===== config.mk =====
export PLATFORM = sky130hd
export DESIGN_NAME = ym3438_slot_sequencer
export DESIGN_NICKNAME = d
export VERILOG_FILES = /design/src/rtl/ym3438_slot_sequencer.sv
export SDC_FILE = /design/constraint.sdc
export NUM_CORES = 1
export LEC_CHECK = 0
export CAP_MARGIN = 20
export CELL_PAD_IN_SITES_DETAIL_PLACEMENT = 0
export CELL_PAD_IN_SITES_GLOBAL_PLACEMENT = 1
export CORE_MARGIN = 10
export CORE_UTILIZATION = 35
export DETAILED_ROUTE_END_ITERATION = 10
export PLACE_DENSITY = 0.72
export SYNTH_ARGS = -nofsm -noshare
export SYNTH_HDL_FRONTEND = slang
export SYNTH_SLANG_ARGS = --single-unit

===== constraint.sdc =====
create_clock -name MCLK -period 1.3 [get_ports MCLK]
set_clock_uncertainty 0.05 [all_clocks]
set_input_delay 0.195 -clock MCLK [delete_from_list [all_inputs] [get_ports MCLK]]
set_output_delay 0.195 -clock MCLK [all_outputs]
set_load 0.02 [all_outputs]

===== src/rtl/ym3438_slot_sequencer.sv =====
// ---------------------------------------------------------------------------
// ym3438_slot_sequencer
//
// Per-slot sequencer for the operator/envelope datapaths. It runs from MCLK
// and is stepped by the rising edge of the prescaler's c1 phase clock. One
// step advances the 24-slot operator cycle. A wrap of the cycle is one sample,
// and that sample is the timer A tick. Every TMRB_DIV samples give one
// timer B tick.
//
// Ports
//   MCLK        in   master clock; all state changes on its rising edge
//   RESET       in   asynchronous active-high reset
//   c1          in   prescaler phase clock 1; its rising edge is the slot step
//   c2          in   prescaler phase clock 2; only checked for overlap with c1
//   reset_fsm   in   slot restart request; acted on only at a step
//   step        out  one-MCLK pulse, registered copy of the c1 edge detect
//   slot        out  current slot, 0..NUM_SLOTS-1
//   channel     out  slot mod 6 (separate counter)
//   op_sel      out  slot / 6 (separate counter)
//   slot0       out  high while slot == 0
//   sample_tick out  one-MCLK pulse on the last-slot -> 0 wrap
//   tmrb_tick   out  one-MCLK pulse on every TMRB_DIV-th sample_tick
//   phase_err   out  sticky; c1 and c2 were sampled high together
// ---------------------------------------------------------------------------
module ym3438_slot_sequencer #(
  parameter int NUM_SLOTS = 24,
  parameter int TMRB_DIV  = 16
) (
  input  logic       MCLK,
  input  logic       RESET,
  input  logic       c1,
  input  logic       c2,
  input  logic       reset_fsm,
  output logic       step,
  output logic [4:0] slot,
  output logic [2:0] channel,
  output logic [1:0] op_sel,
  output logic       slot0,
  output logic       sample_tick,
  output logic       tmrb_tick,
  output logic       phase_err
);

  localparam int TW = (TMRB_DIV > 1) ? $clog2(TMRB_DIV) : 1;

  localparam logic [4:0]    SLOT_LAST = 5'(NUM_SLOTS - 1);
  localparam logic [2:0]    CHAN_LAST = 3'd5;
  localparam logic [TW-1:0] TMRB_LAST = TW'(TMRB_DIV - 1);

  logic          c1_q,          c1_d;
  logic          step_q,        step_d;
  logic [4:0]    slot_q,        slot_d;
  logic [2:0]    channel_q,     channel_d;
  logic [1:0]    op_sel_q,      op_sel_d;
  logic          slot0_q,       slot0_d;
  logic          sample_tick_q, sample_tick_d;
  logic [TW-1:0] tmrb_cnt_q,    tmrb_cnt_d;
  logic          tmrb_tick_q,   tmrb_tick_d;
  logic          phase_err_q,   phase_err_d;

  logic step_int;
  logic slot_wrap;
  logic chan_wrap;
  logic tmrb_wrap;

  assign step_int  = c1 & ~c1_q;
  assign slot_wrap = (slot_q == SLOT_LAST);
  assign chan_wrap = (channel_q == CHAN_LAST);
  assign tmrb_wrap = (tmrb_cnt_q == TMRB_LAST);

  always_comb begin
    c1_d          = c1;
    step_d        = step_int;
    slot_d        = slot_q;
    channel_d     = channel_q;
    op_sel_d      = op_sel_q;
    slot0_d       = slot0_q;
    tmrb_cnt_d    = tmrb_cnt_q;
    sample_tick_d = 1'b0;
    tmrb_tick_d   = 1'b0;
    phase_err_d   = phase_err_q | (c1 & c2);

    if (step_int) begin
      if (reset_fsm) begin
        // Restart wins over a pending wrap, so no ticks from this step.
        slot_d     = '0;
        channel_d  = '0;
        op_sel_d   = '0;
        slot0_d    = 1'b1;
        tmrb_cnt_d = '0;
      end else begin
        slot_d  = slot_wrap ? 5'd0 : slot_q + 5'd1;
        slot0_d = slot_wrap;
        // Channel and operator are kept as their own counters rather than
        // divided from slot; the slot wrap re-aligns them in any case.
        channel_d = (slot_wrap || chan_wrap) ? 3'd0 : channel_q + 3'd1;
        if (slot_wrap) begin
          op_sel_d = '0;
        end else if (chan_wrap) begin
          op_sel_d = op_sel_q + 2'd1;
        end
        if (slot_wrap) begin
          sample_tick_d = 1'b1;
          tmrb_cnt_d    = tmrb_wrap ? '0 : tmrb_cnt_q + TW'(1);
          tmrb_tick_d   = tmrb_wrap;
        end
      end
    end
  end

  // c1_q resets high so a c1 already high at reset release is not a step.
  always_ff @(posedge MCLK or posedge RESET) begin
    if (RESET) begin
      c1_q          <= 1'b1;
      step_q        <= 1'b0;
      slot_q        <= '0;
      channel_q     <= '0;
      op_sel_q      <= '0;
      slot0_q       <= 1'b1;
      sample_tick_q <= 1'b0;
      tmrb_cnt_q    <= '0;
      tmrb_tick_q   <= 1'b0;
      phase_err_q   <= 1'b0;
    end else begin
      c1_q          <= c1_d;
      step_q        <= step_d;
      slot_q        <= slot_d;
      channel_q     <= channel_d;
      op_sel_q      <= op_sel_d;
      slot0_q       <= slot0_d;
      sample_tick_q <= sample_tick_d;
      tmrb_cnt_q    <= tmrb_cnt_d;
      tmrb_tick_q   <= tmrb_tick_d;
      phase_err_q   <= phase_err_d;
    end
  end

  assign step        = step_q;
  assign slot        = slot_q;
  assign channel     = channel_q;
  assign op_sel      = op_sel_q;
  assign slot0       = slot0_q;
  assign sample_tick = sample_tick_q;
  assign tmrb_tick   = tmrb_tick_q;
  assign phase_err   = phase_err_q;

endmodule


* Word-level counts from Yosys, hierarchy flattened
Index checks and enable logic that the tools add are counted.
** Word-level totals
- Flip-flop bits (word level) :: 20
- Bits in latches :: 0
- RAM bits :: 0
- Bits in read-only memories :: 0
- Input bits :: 5
- Output and inout bits :: 15
- Logic and storage cells :: 43
- Memories kept :: 0
** Operators by class
- $add $sub $neg :: 4
- Multiply operators :: 0
- Div/mod/pow operators :: 0
- $lt $le $gt $ge :: 0
- Equal/unequal tests :: 3
- Shift-type cells :: 0
- Mux-type cells :: 17
- Bitwise logic cells :: 4
- Reduce and logical (&&, ||, !) cells :: 5
** Operators by type and width (number)
- $mux 4 :: 3
- $mux 5 :: 2
- $mux 1 :: 7
- $mux 2 :: 3
- $mux 3 :: 2
- $add 5x1->5 const B :: 1
- $eq 5x5->1 const B :: 1
- $add 4x1->4 const B :: 1
- $eq 4x4->1 const B :: 1
- $reduce_and 2->1 :: 2
- $add 3x1->3 const B :: 1
- $eq 3x3->1 const B :: 1
- $reduce_bool 3->1 :: 1
- $add 2x1->2 const B :: 1
- $and 1x1->1 :: 2
- $reduce_bool 2->1 :: 1
- $logic_or 1x1->1 :: 1
- $not 1->1 :: 1
- $or 1x1->1 :: 1

* Longest topological paths before layout
- Depth after elaboration :: 4
- Mapped depth :: 5
- Mapped depth without buffers :: 5

* Worst setup path after synthesis
No wires, ideal clock.
- Kind :: reg-to-reg
- Start :: register slot_q[0] (netlist: slot[0])
- End :: register tmrb_cnt_q[2]
- Setup time :: 80 ps
- Arrival :: 1415 ps
- Path slack :: -245 ps
- Stages on the path, launching flop included :: 6
- Period minus slack after synthesis :: 1545 ps
- Cell sequence :: dfrtp_1 > ha_1 > and4b_1 > buf_6 > a211o_1 > o211ai_2
** Between the ends
- Longest elaborated chain between the ends :: 3
** RTL lines
- from (decl) :: RTL line 52 : logic [4:0] slot_q, slot_d;
- from (signal assigned) :: RTL line 127 : slot_q <= slot_d;
- $eq 5x5->1 :: RTL line 67 : assign slot_wrap = (slot_q == SLOT_LAST);
- $reduce_bool 2->1 (no line)
- $reduce_and 2->1 (no line)
- to (signal assigned) :: RTL line 132 : tmrb_cnt_q <= tmrb_cnt_d;
- to (decl) :: RTL line 57 : logic [TW-1:0] tmrb_cnt_q, tmrb_cnt_d;
Every way passes these cells.
A chain may end at the register's enable or synchronous reset.

* Final worst setup path
Ends and elaborated chain as after synthesis.

==> metrics.md <==
| Metric | Value |
|---|---|
| Outcome | `finished with violations` |
| Violated checks | `setup timing` |
| Leading cell types in the layout, fill and taps excluded | `buf_4, nand2_1, dfrtp_1` |
| Tightest Pin Transition | `273.7 ps` |
| Crit-path slowest cell | `dfrtp_2` |
| H-tree depth | `1` |
| Routed wire per std cell | `15.42 um` |
| Post-DR vias/cell | `5.274` |
| Power Dens Cells | `1377 mW/mm^2` |
| Ys async rst share | `100.0%` |
| # setup viols final | `2` |
| CTS sink count | `20` |
| Non-filler instance count after layout | `175` |
| Clk slew on worst S/H paths | `120 ps` |
| Internal Power | `1431 uW` |
| DRC viols | `0` |
| Critical R2R Launch | `slot[0]` |
| Worst setup margin | `-28.10 ps` |
| Crit. End Element | `flip-flop` |
| Die width | `73.95 um` |
| Vias in the first global route | `957` |
| Max IR drop VDD | `0.0009370 V` |
| Power Total | `2155 uW` |
| Syn Area/Cell | `10.72 um^2` |
| CP endpoint | `tmrb_cnt_q[2]` |
| Crit-path cells | `ha_4 > and4b_2 > a211o_1 > o211ai_2` |
| Startpoint Class | `flip-flop` |
| Sequential area share after synthesis | `49.39%` |
| Max stage delay on crit path | `450 ps` |
| Hold Buf Count CTS | `0` |
| Starting DRT DRC Count | `48` |
| Worst path bufs/invs | `0` |
| R2R Path End | `tmrb_cnt_q[2]` |
| Number of cells on the critical path | `4` |
| Period utilisation layout | `102.2%` |
| Hold crit path type | `in2async` |
| Cells after DPL | `165` |
| RSZ-0062 raised after global routing | `yes` |
| FMAX | `0.7530 GHz` |
| Primary FF master, synth | `dfrtp_1` |
| Clock share of power | `24.5%` |
| EDFF count, synth | `0` |
| CP Max Fanout | `5` |
| Share of layout cells above drive strength 1 | `49.31%` |
| 1st-pass router iterations | `5` |
| Layout area overhead | `53.69%` |
| Mapped Area | `0.001018 mm^2` |
| Hpwl dp | `1935 um` |
| Cell family with most CP delay | `flip-flops` |
| Switch Pwr | `723.3 uW` |
| Diode count | `0` |
| Count of nets after finishing | `154` |
| Combinational power share | `37.9%` |
| Synth warnings | `0` |
| WP data arrival | `1530 ps` |
| Total nets after synthesis | `104` |
| Worst r2r path cells | `4` |
| Rows | `19` |
| First-pass GRT wire length | `4464 um` |
| Die ar. | `0.005468 mm^2` |
| Clk buf depth | `2` |
| GR Overflow Total | `0` |
| MaxCap Viol Count | `0` |
| IO buf count | `19` |
| Die height | `73.95 um` |
| Type of the worst setup path | `reg2reg` |
| I/O pin total | `20` |
| Initial antenna violation count | `0` |
| R2R Setup Slk | `-30 ps` |
| Via count | `923` |
| Fin crit period | `1328 ps` |
| Sequential share of power | `37.6%` |
| Starting Density | `36.62%` |
| Total core area | `0.002781 mm^2` |
| TritonCTS clock tree | `built` |
| Antenna Nets Post-Route | `0` |
| Final Hold Vio Count | `0` |
| Worst slew margin | `81.76%` |
| Worst skew pair latency | `320 ps` |
| Pins Over Slew Limit | `0` |
| Critical Path RT | `1500 ps` |
| Most common cell after layout, fill and taps aside | `buf_4` |
| Worst setup path start | `slot[0]` |
| Leak | `0.0007605 uW` |
| #FFs+latches synth | `20` |
| GRT Total Usage | `10.28%` |
| CTS root buffer | `clkbuf_4` |
| Largest net degree at the start of global routing | `21` |
| Post-Route WL | `2698 um` |
| Switch share | `33.57%` |
| Total CTS buffers | `3` |
| GP Congestion | `0.7686` |
| Post-synthesis cell type count | `37` |
| Post-Synthesis Cells | `95` |
[final cells by class]
class | count | area, um^2
inverter | 6 | 25.02
sequential | 20 | 508.0
multi-input combinational | 66 | 556.8
clock buffer | 3 | 22.52
clock inverter | 1 | 30.03
timing repair buffer | 48 | 384.1
tap | 31 | 38.79
fill | 249 | 1216
[synthesized netlist by cell type, types with 2 or more instances]
cell type	number	area share [%]
dfrtp_1	18	44
nand2_1	15	5.5
o21ai_0	6	2.9
inv_1	5	1.8
ha_1	4	4.9
nand3_1	4	2.0
nand4_1	4	2.5
a31oi_1	3	1.8
and3b_1	2	1.7
and4b_1	2	2.0
dfstp_2	2	5.2
mux2i_1	2	2.0
nor2_1	2	0.74
nor3b_1	2	1.5
o311ai_2	2	3.2
[worst min path at each step]
stage | depth (start not counted) | to
2_1_floorplan | 1 | channel[0]
3_3_place_gp | 1 | phase_err
3_5_place_dp | 1 | phase_err
4_1_cts | 3 | channel[0]
5_1_grt | 3 | channel[0]
6_report | 3 | op_sel[1]
[cell families (layout without fill, tap and decap cells)]
kind of cell,Yosys count,after routing,synth area share (%)
mux,2,2,1.966
fa+ha+maj,4,4,4.914
simple gates,38,38,22.11
compound gates,22,22,17.08
flops,20,20,49.39
buf+inv,9,58,4.545
[tightest hold or removal path: cells and delay by family]
family,cells,cell delay [ps]
buf+inv,3,710
[metal layers]
metal	wire, um	track usage (%)	vias up	part of all wire (%)
li1	-	-	448	-
met1	1061	11.42	447	39
met2	1383	17.33	23	51
met3	203	3.324	5	7.5
met4	51	4.969	0	1.9
met5	0	0	-	0
[power by group through the flow]
stage / sequential (uW) / combinational, uW / clock (uW)
4_1_cts: 813 / 804 / 536
5_1_grt: 831 / 901 / 557
2_1_floorplan: 962 / 252 / 0
3_3_place_gp: 823 / 800 / 0
6_report: 810 / 817 / 527
3_5_place_dp: 823 / 819 / 0
[per-stage QoR]
stage               setup WS [ps]  setup TNS [ps]  util [%]  cell area [um^2]  hold slack [ps]
finish                     -28.10          -28.95     56.28              1565            138.8
global route               -47.22          -343.9     56.28              1565            166.8
CTS                        -27.34          -39.90     54.97              1529            133.7
detailed placement         -220.5           -2629     50.83              1414            398.6
global placement           -183.0           -2137     50.83              1414            388.4
floorplan                  -81.35          -135.3         -              1036            107.2
[registers in the layout, indices dropped and copies added, names as in the netlist]
register     cells
slot             5
tmrb_cnt_q       4
channel          3
op_sel           2
c1_q             1
phase_err        1
sample_tick      1
slot0            1
step             1
tmrb_tick        1
[repair_timing]
action | in CTS | in global routing
gates resized for setup | 41 | 24
gates cloned | 0 | 0
endpoints found under the setup margin | 28 | 22
setup buffers | 5 | 1
pin swaps | 2 | 4
No activity file was read; power rests on OpenSTA's default activity.
